==> config.mk <==
export PLATFORM = sky130hd
export DESIGN_NAME = uart_tx_scheduler
export DESIGN_NICKNAME = d
export VERILOG_FILES = /design/src/rtl/uart_tx_scheduler.sv
export SDC_FILE = /design/constraint.sdc
export NUM_CORES = 1
export LEC_CHECK = 0
export ABC_CLOCK_PERIOD_IN_PS = 2450
export CAP_MARGIN = 20
export CORE_AREA = 2 2 49 96
export DETAILED_ROUTE_END_ITERATION = 7
export DIE_AREA = 0 0 51 98
export PLACE_DENSITY_LB_ADDON = 0.05
export SLEW_MARGIN = 20
export SYNTH_ARGS = -nofsm -noshare
export SYNTH_HDL_FRONTEND = slang
export SYNTH_SLANG_ARGS = --single-unit
export TNS_END_PERCENT = 100
==> constraint.sdc <==
create_clock -name clk -period 2.45 [get_ports clk]
set_input_delay 0.3675 -clock clk [delete_from_list [all_inputs] [get_ports clk]]
set_output_delay 0.3675 -clock clk [all_outputs]
set_load 0.02 [all_outputs]
==> src/rtl/uart_tx_scheduler.sv <==
// uart_tx_scheduler: two-producer write arbiter into the TX byte FIFO plus a drain FSM
// that hands bytes to the UART transmitter. Define UART_TX_FIXED_PRIO_EN for fixed port-0 priority.
module uart_tx_scheduler #(
  parameter int WIDTH        = 8,
  parameter int BUSY_TIMEOUT = 16
) (
  input  logic             clk,
  input  logic             rst,
  input  logic             req0_valid,
  input  logic [WIDTH-1:0] req0_data,
  output logic             req0_ready,
  input  logic             req1_valid,
  input  logic [WIDTH-1:0] req1_data,
  output logic             req1_ready,
  output logic             fifo_wr_en,
  output logic [WIDTH-1:0] fifo_wdata,
  input  logic             fifo_full,
  output logic             fifo_rd_en,
  input  logic [WIDTH-1:0] fifo_rdata,
  input  logic             fifo_empty,
  input  logic             drain_en,
  output logic             tx_start,
  output logic [WIDTH-1:0] tx_data,
  input  logic             tx_busy,
  output logic             timeout_err,
  output logic             last_grant
);

  typedef enum logic [2:0] {IDLE, LOAD, START, WAIT_BUSY, WAIT_DONE, SETTLE} state_t;

  // timeout_err is registered, so it fires one count early and lands
  // exactly BUSY_TIMEOUT cycles after tx_start.
  localparam logic [7:0] TMO_FIRE = 8'(BUSY_TIMEOUT - 1);

  state_t           state_q, state_d;
  logic [WIDTH-1:0] tx_data_q, tx_data_d;
  logic [7:0]       cnt_q, cnt_d;
  logic             tx_start_q, tx_start_d;
  logic             rd_en_q, rd_en_d;
  logic             timeout_q, timeout_d;
  logic             last_grant_q, last_grant_d;
  logic             any_valid, winner, wr_ok;

  always_comb begin
    any_valid = req0_valid | req1_valid;
`ifdef UART_TX_FIXED_PRIO_EN
    winner = ~req0_valid;
`else
    if (req0_valid && req1_valid) winner = ~last_grant_q;
    else                          winner = ~req0_valid;
`endif
    wr_ok        = any_valid & ~fifo_full;
    last_grant_d = wr_ok ? winner : last_grant_q;
  end

  assign req0_ready = wr_ok & ~winner;
  assign req1_ready = wr_ok & winner;
  assign fifo_wr_en = wr_ok;
  assign fifo_wdata = wr_ok ? (winner ? req1_data : req0_data) : '0;

  always_comb begin
    state_d   = state_q;
    tx_data_d = tx_data_q;
    cnt_d     = cnt_q;
    timeout_d = 1'b0;
    case (state_q)
      IDLE:      if (drain_en && !fifo_empty) state_d = LOAD;
      LOAD: begin
        tx_data_d = fifo_rdata;
        state_d   = START;
      end
      START: begin
        cnt_d   = '0;
        state_d = WAIT_BUSY;
      end
      WAIT_BUSY: begin
        if (tx_busy) begin
          state_d = WAIT_DONE;
        end else begin
          cnt_d = (cnt_q == 8'hFF) ? cnt_q : cnt_q + 8'd1;
          if (cnt_d >= TMO_FIRE) begin
            timeout_d = 1'b1;
            state_d   = SETTLE;
          end
        end
      end
      WAIT_DONE: if (!tx_busy) state_d = SETTLE;
      SETTLE:    state_d = IDLE;
      default:   state_d = IDLE;
    endcase
    tx_start_d = (state_d == START);
    rd_en_d    = (state_d == LOAD);
  end

  always_ff @(posedge clk) begin
    if (rst) begin
      state_q      <= IDLE;
      tx_data_q    <= '0;
      cnt_q        <= '0;
      tx_start_q   <= 1'b0;
      rd_en_q      <= 1'b0;
      timeout_q    <= 1'b0;
      last_grant_q <= 1'b1;
    end else begin
      state_q      <= state_d;
      tx_data_q    <= tx_data_d;
      cnt_q        <= cnt_d;
      tx_start_q   <= tx_start_d;
      rd_en_q      <= rd_en_d;
      timeout_q    <= timeout_d;
      last_grant_q <= last_grant_d;
    end
  end

  assign tx_start    = tx_start_q;
  assign fifo_rd_en  = rd_en_q;
  assign tx_data     = tx_data_q;
  assign timeout_err = timeout_q;
  assign last_grant  = last_grant_q;

endmodule

==> summary.md, run 1 <==
| Metric | Value |
|---|---|
| Setup TNS | `0 ns` |
| Ant diodes | `0` |
| Launch point of the worst reg-to-reg path | `cnt_q[0]` |
| Most frequent cells in the layout | `clkdlybuf4s50_1, dfxtp_1, nor2_1` |
| Post-detail-place hpwl | `3000 um` |
| Worst-Margin Slew | `0.362 ns` |
| Std cell rows | `34` |
| Nets | `228` |
| DRC viols | `0` |
| Clock network fraction of total power | `0.249` |
| Reg area | `460 um2` |
| Starting density of the core | `0.295` |
| Status | `complete, no violations` |
| Xor/xnor cell area share of the yosys netlist | `0.00690` |
| GRT Util Overall | `0.162` |
| Core ar. | `4300 um2` |
| Gpl congestion | `0.796` |
| Syn. warnings | `0` |
| Hold path cells | `2` |
| Post-route ant nets | `0` |
| Syn Inst Count | `145` |
| Root Buffer | `clkbuf_8` |
| Post-synthesis instance area | `1270 um2` |
| First-pass GRT wire length | `6270 um` |
| Hold EP | `tx_data[3]` |
| Synth async-reset ratio | `0` |
| Full die area | `5000 um2` |
| HP Start | `tx_data[3]` |
| Minimum clock period | `2.40 ns` |
| P_sw | `0.000282 W` |
| CTS clk-pin slew, worst paths | `0.08 ns` |
| Most common cell after layout, fill and taps aside | `clkdlybuf4s50_1` |
| Place WS | `0.0436 ns` |
| Vias/cell | `5.22` |
| Crit path setup slack, layout | `0.0515 ns` |
| Max Slew Vio Count | `0` |
| Relative slew slack | `0.758` |
| RSZ-0062 raised after global routing | `false` |
| IO Port Bufs | `54` |
| FILL cells | `436` |
| Path depth of the worst reg2reg path | `5` |
| R2R Path End | `timeout_err` |
| Combinational share of power | `0.307` |
| Layout cells sized above 1 | `0.0773` |
| Worst path required time | `2.08 ns` |
| Hold Crit Class | `flop to flop` |
| Largest cells by area after synthesis | `dfxtp_1, mux2i_1, a22o_1, nor2_1, a21oi_1` |
| Syn_area_per_cell | `8.75 um2` |
| H-tree lvl count | `1` |
| Reported max-cap violation count | `0` |
| Worst-path fanout max | `10` |
| Chip width | `51 um` |
| Post-Syn Nets | `178` |
| Sequential share of power | `0.445` |
| Arrival time of the worst setup path | `2.03 ns` |
| Worst skew pair latency | `0.26 ns` |
| Die span in y | `98 um` |
| Internal power | `0.000665 W` |
| Drt first pass iters | `6` |
| Initial antenna violation count | `0` |
| Most used flip-flop cell after synthesis | `dfxtp_1` |
| Fin. Hold Viols | `0` |
| Routed wire length | `3940 um` |
| Vias in the first global route | `1359` |
| Synth Register Bits | `23` |
| GRT overflow | `0` |
| VDD IR-drop max | `0.327 mV` |
| CTS buffer count | `3` |
| CTS tree | `done` |
| IO Count | `55` |
| Leading area contributor after synthesis | `dfxtp_1` |
| Iter 0 DRT Violations | `45` |
| Simple-gate share of the synthesized area | `0.237` |
| Pwr Total | `0.000947 W` |
| R2r setup slk | `0.55 ns` |
| Crit end category | `output port` |
| Area delta synth->final | `49.3%` |
| Post-layout util | `0.441` |
| Combinational family with the most area after synthesis | `compound AO/OA/AOI/OAI gates` |
| Sequential share of the synthesized area | `0.363` |
| Skew final | `0.00216 ns` |
| Final setup vio count | `0` |
| Period utilisation layout | `0.979` |
| Via Count | `1295` |
| Clock Path Buffers | `2` |
| Post-synth top area share | `0.363` |
| Sink Count | `23` |
| Post-synth EDFFs | `0` |
| Synth Area in Adders | `0.00986` |
| Pwr per Cell Area | `500 nW/um2` |
| Critical path class | `input port to output port` |
| Switching part of the total | `0.298` |
| Largest net degree at the start of global routing | `19` |
| Post-DR wirelength/cell | `15.9 um` |
| Yosys cell types | `45` |
| CP Launch Type | `input port` |
| Fmax | `417 MHz` |
| Leakage | `0.735 nW` |
| Synth Area in Compound Gates | `0.257` |
| Cts-stage hold buffer count | `0` |
| Multi-input gate area in the final layout | `728 um2` |
| Multiplexer share of the synthesized area | `0.0631` |
==> logic make-up after synthesis <==
| logic type | count (synthesis) |
|---|---|
| adders and majority gates | 1 |
| xor gates and xnor gates | 1 |
| AOI/OAI and AO/OA | 43 |
| buffers and inverters | 16 |
| and+or+nand+nor | 53 |
| muxes | 8 |
| DFF | 23 |
==> registers in the layout, indices dropped and copies added (netlist names) <==
register	cells
cnt_q	8
fifo_rd_en	1
last_grant	1
state_q	3
timeout_err	1
tx_data	8
tx_start	1
==> through the flow <==
stage,hold WS (ns),area [um2],std cells
global placement,0.475,1830,244
floorplan,0.432,1270,145
finish,0.504,1890,248
CTS,0.510,1880,248
global route,0.549,1890,248
detailed placement,0.486,1830,244
==> final cells by class <==
type / count / share of cell area
clock buffer: 4 / 0.0238
inverter: 4 / 0.00793
multi-input combinational: 106 / 0.384
sequential: 23 / 0.243
tap: 54 / 0.0357
timing repair buffer: 57 / 0.305
==> routing by layer <==
metal / track usage / part of all wire
met1: 0.166 / 0.38
met2: 0.312 / 0.58
met3: 0.0229 / 0.035
met4: 0.0624 / 0.0099
met5: 0 / 0
==> synthesized netlist by cell type (3+ instances only) <==
cell / instances
dfxtp_1: 23
nor2_1: 16
a21oi_1: 11
a22o_1: 8
mux2i_1: 8
nor3_1: 7
clkbuf_1: 6
nand2_1: 6
o21ai_0: 6
a31oi_1: 4
buf_2: 4
inv_1: 4
nand4_1: 3
==> worst max path at each step <==
| stage | startpoint | endpoint | slack [ns] |
|---|---|---|---|
| 6_report | req0_valid | fifo_wdata[6] | 0.05 |
| 5_1_grt | req0_valid | fifo_wdata[6] | 0.003 |
| 4_1_cts | req0_valid | fifo_wdata[2] | 0.03 |
| 3_5_place_dp | req0_valid | fifo_wdata[2] | 0.04 |
| 3_3_place_gp | req0_valid | fifo_wdata[4] | 0.09 |
| 2_1_floorplan | cnt_q[0] | timeout_err | 0.68 |
==> power groups by stage <==
stage,clock [W],sequential (W),combinational (W)
after global routing,0.000262,0.000424,0.000317
after CTS,0.000248,0.000421,0.000294
final,0.000235,0.000421,0.000290
after global placement,0,0.000428,0.000289
after floorplan,0,0.000446,0.000132
after detailed placement,0,0.000429,0.000293
==> repair_timing <==
action | 4_1_cts | 5_1_grt
endpoints found under the hold margin | 0 | 0
setup buffers | 0 | 0
endpoints found under the setup margin | 0 | 8
gates resized for setup | 0 | 7
==> critical path: stages <==
cell and delay, ns:
clkdlybuf4s50_1 0.46, a211oi_2 0.24, buf_4 0.20, a22o_1 0.16, clkdlybuf4s50_1 0.60
No activity file was read; power rests on OpenSTA's default activity.
==> run 2: changes to the inputs <==
--- a/config.mk
+++ b/config.mk
@@ -8,6 +8,7 @@
 export ABC_CLOCK_PERIOD_IN_PS = 2450
 export CAP_MARGIN = 20
 export CORE_AREA = 2 2 49 96
+export CTS_CLUSTER_DIAMETER = 200
 export DETAILED_ROUTE_END_ITERATION = 7
 export DIE_AREA = 0 0 51 98
 export PLACE_DENSITY_LB_ADDON = 0.05
==> results of run 2 <==
Final layout, timing and power as in run 1 (identical DEF).
==> run 3: changes to the inputs <==
--- a/config.mk
+++ b/config.mk
@@ -11,6 +11,7 @@
 export CTS_CLUSTER_DIAMETER = 200
 export DETAILED_ROUTE_END_ITERATION = 7
 export DIE_AREA = 0 0 51 98
+export HOLD_SLACK_MARGIN = 0.1
 export PLACE_DENSITY_LB_ADDON = 0.05
 export SLEW_MARGIN = 20
 export SYNTH_ARGS = -nofsm -noshare
==> results of run 3 <==
Final layout, timing and power as in run 1 (identical DEF).
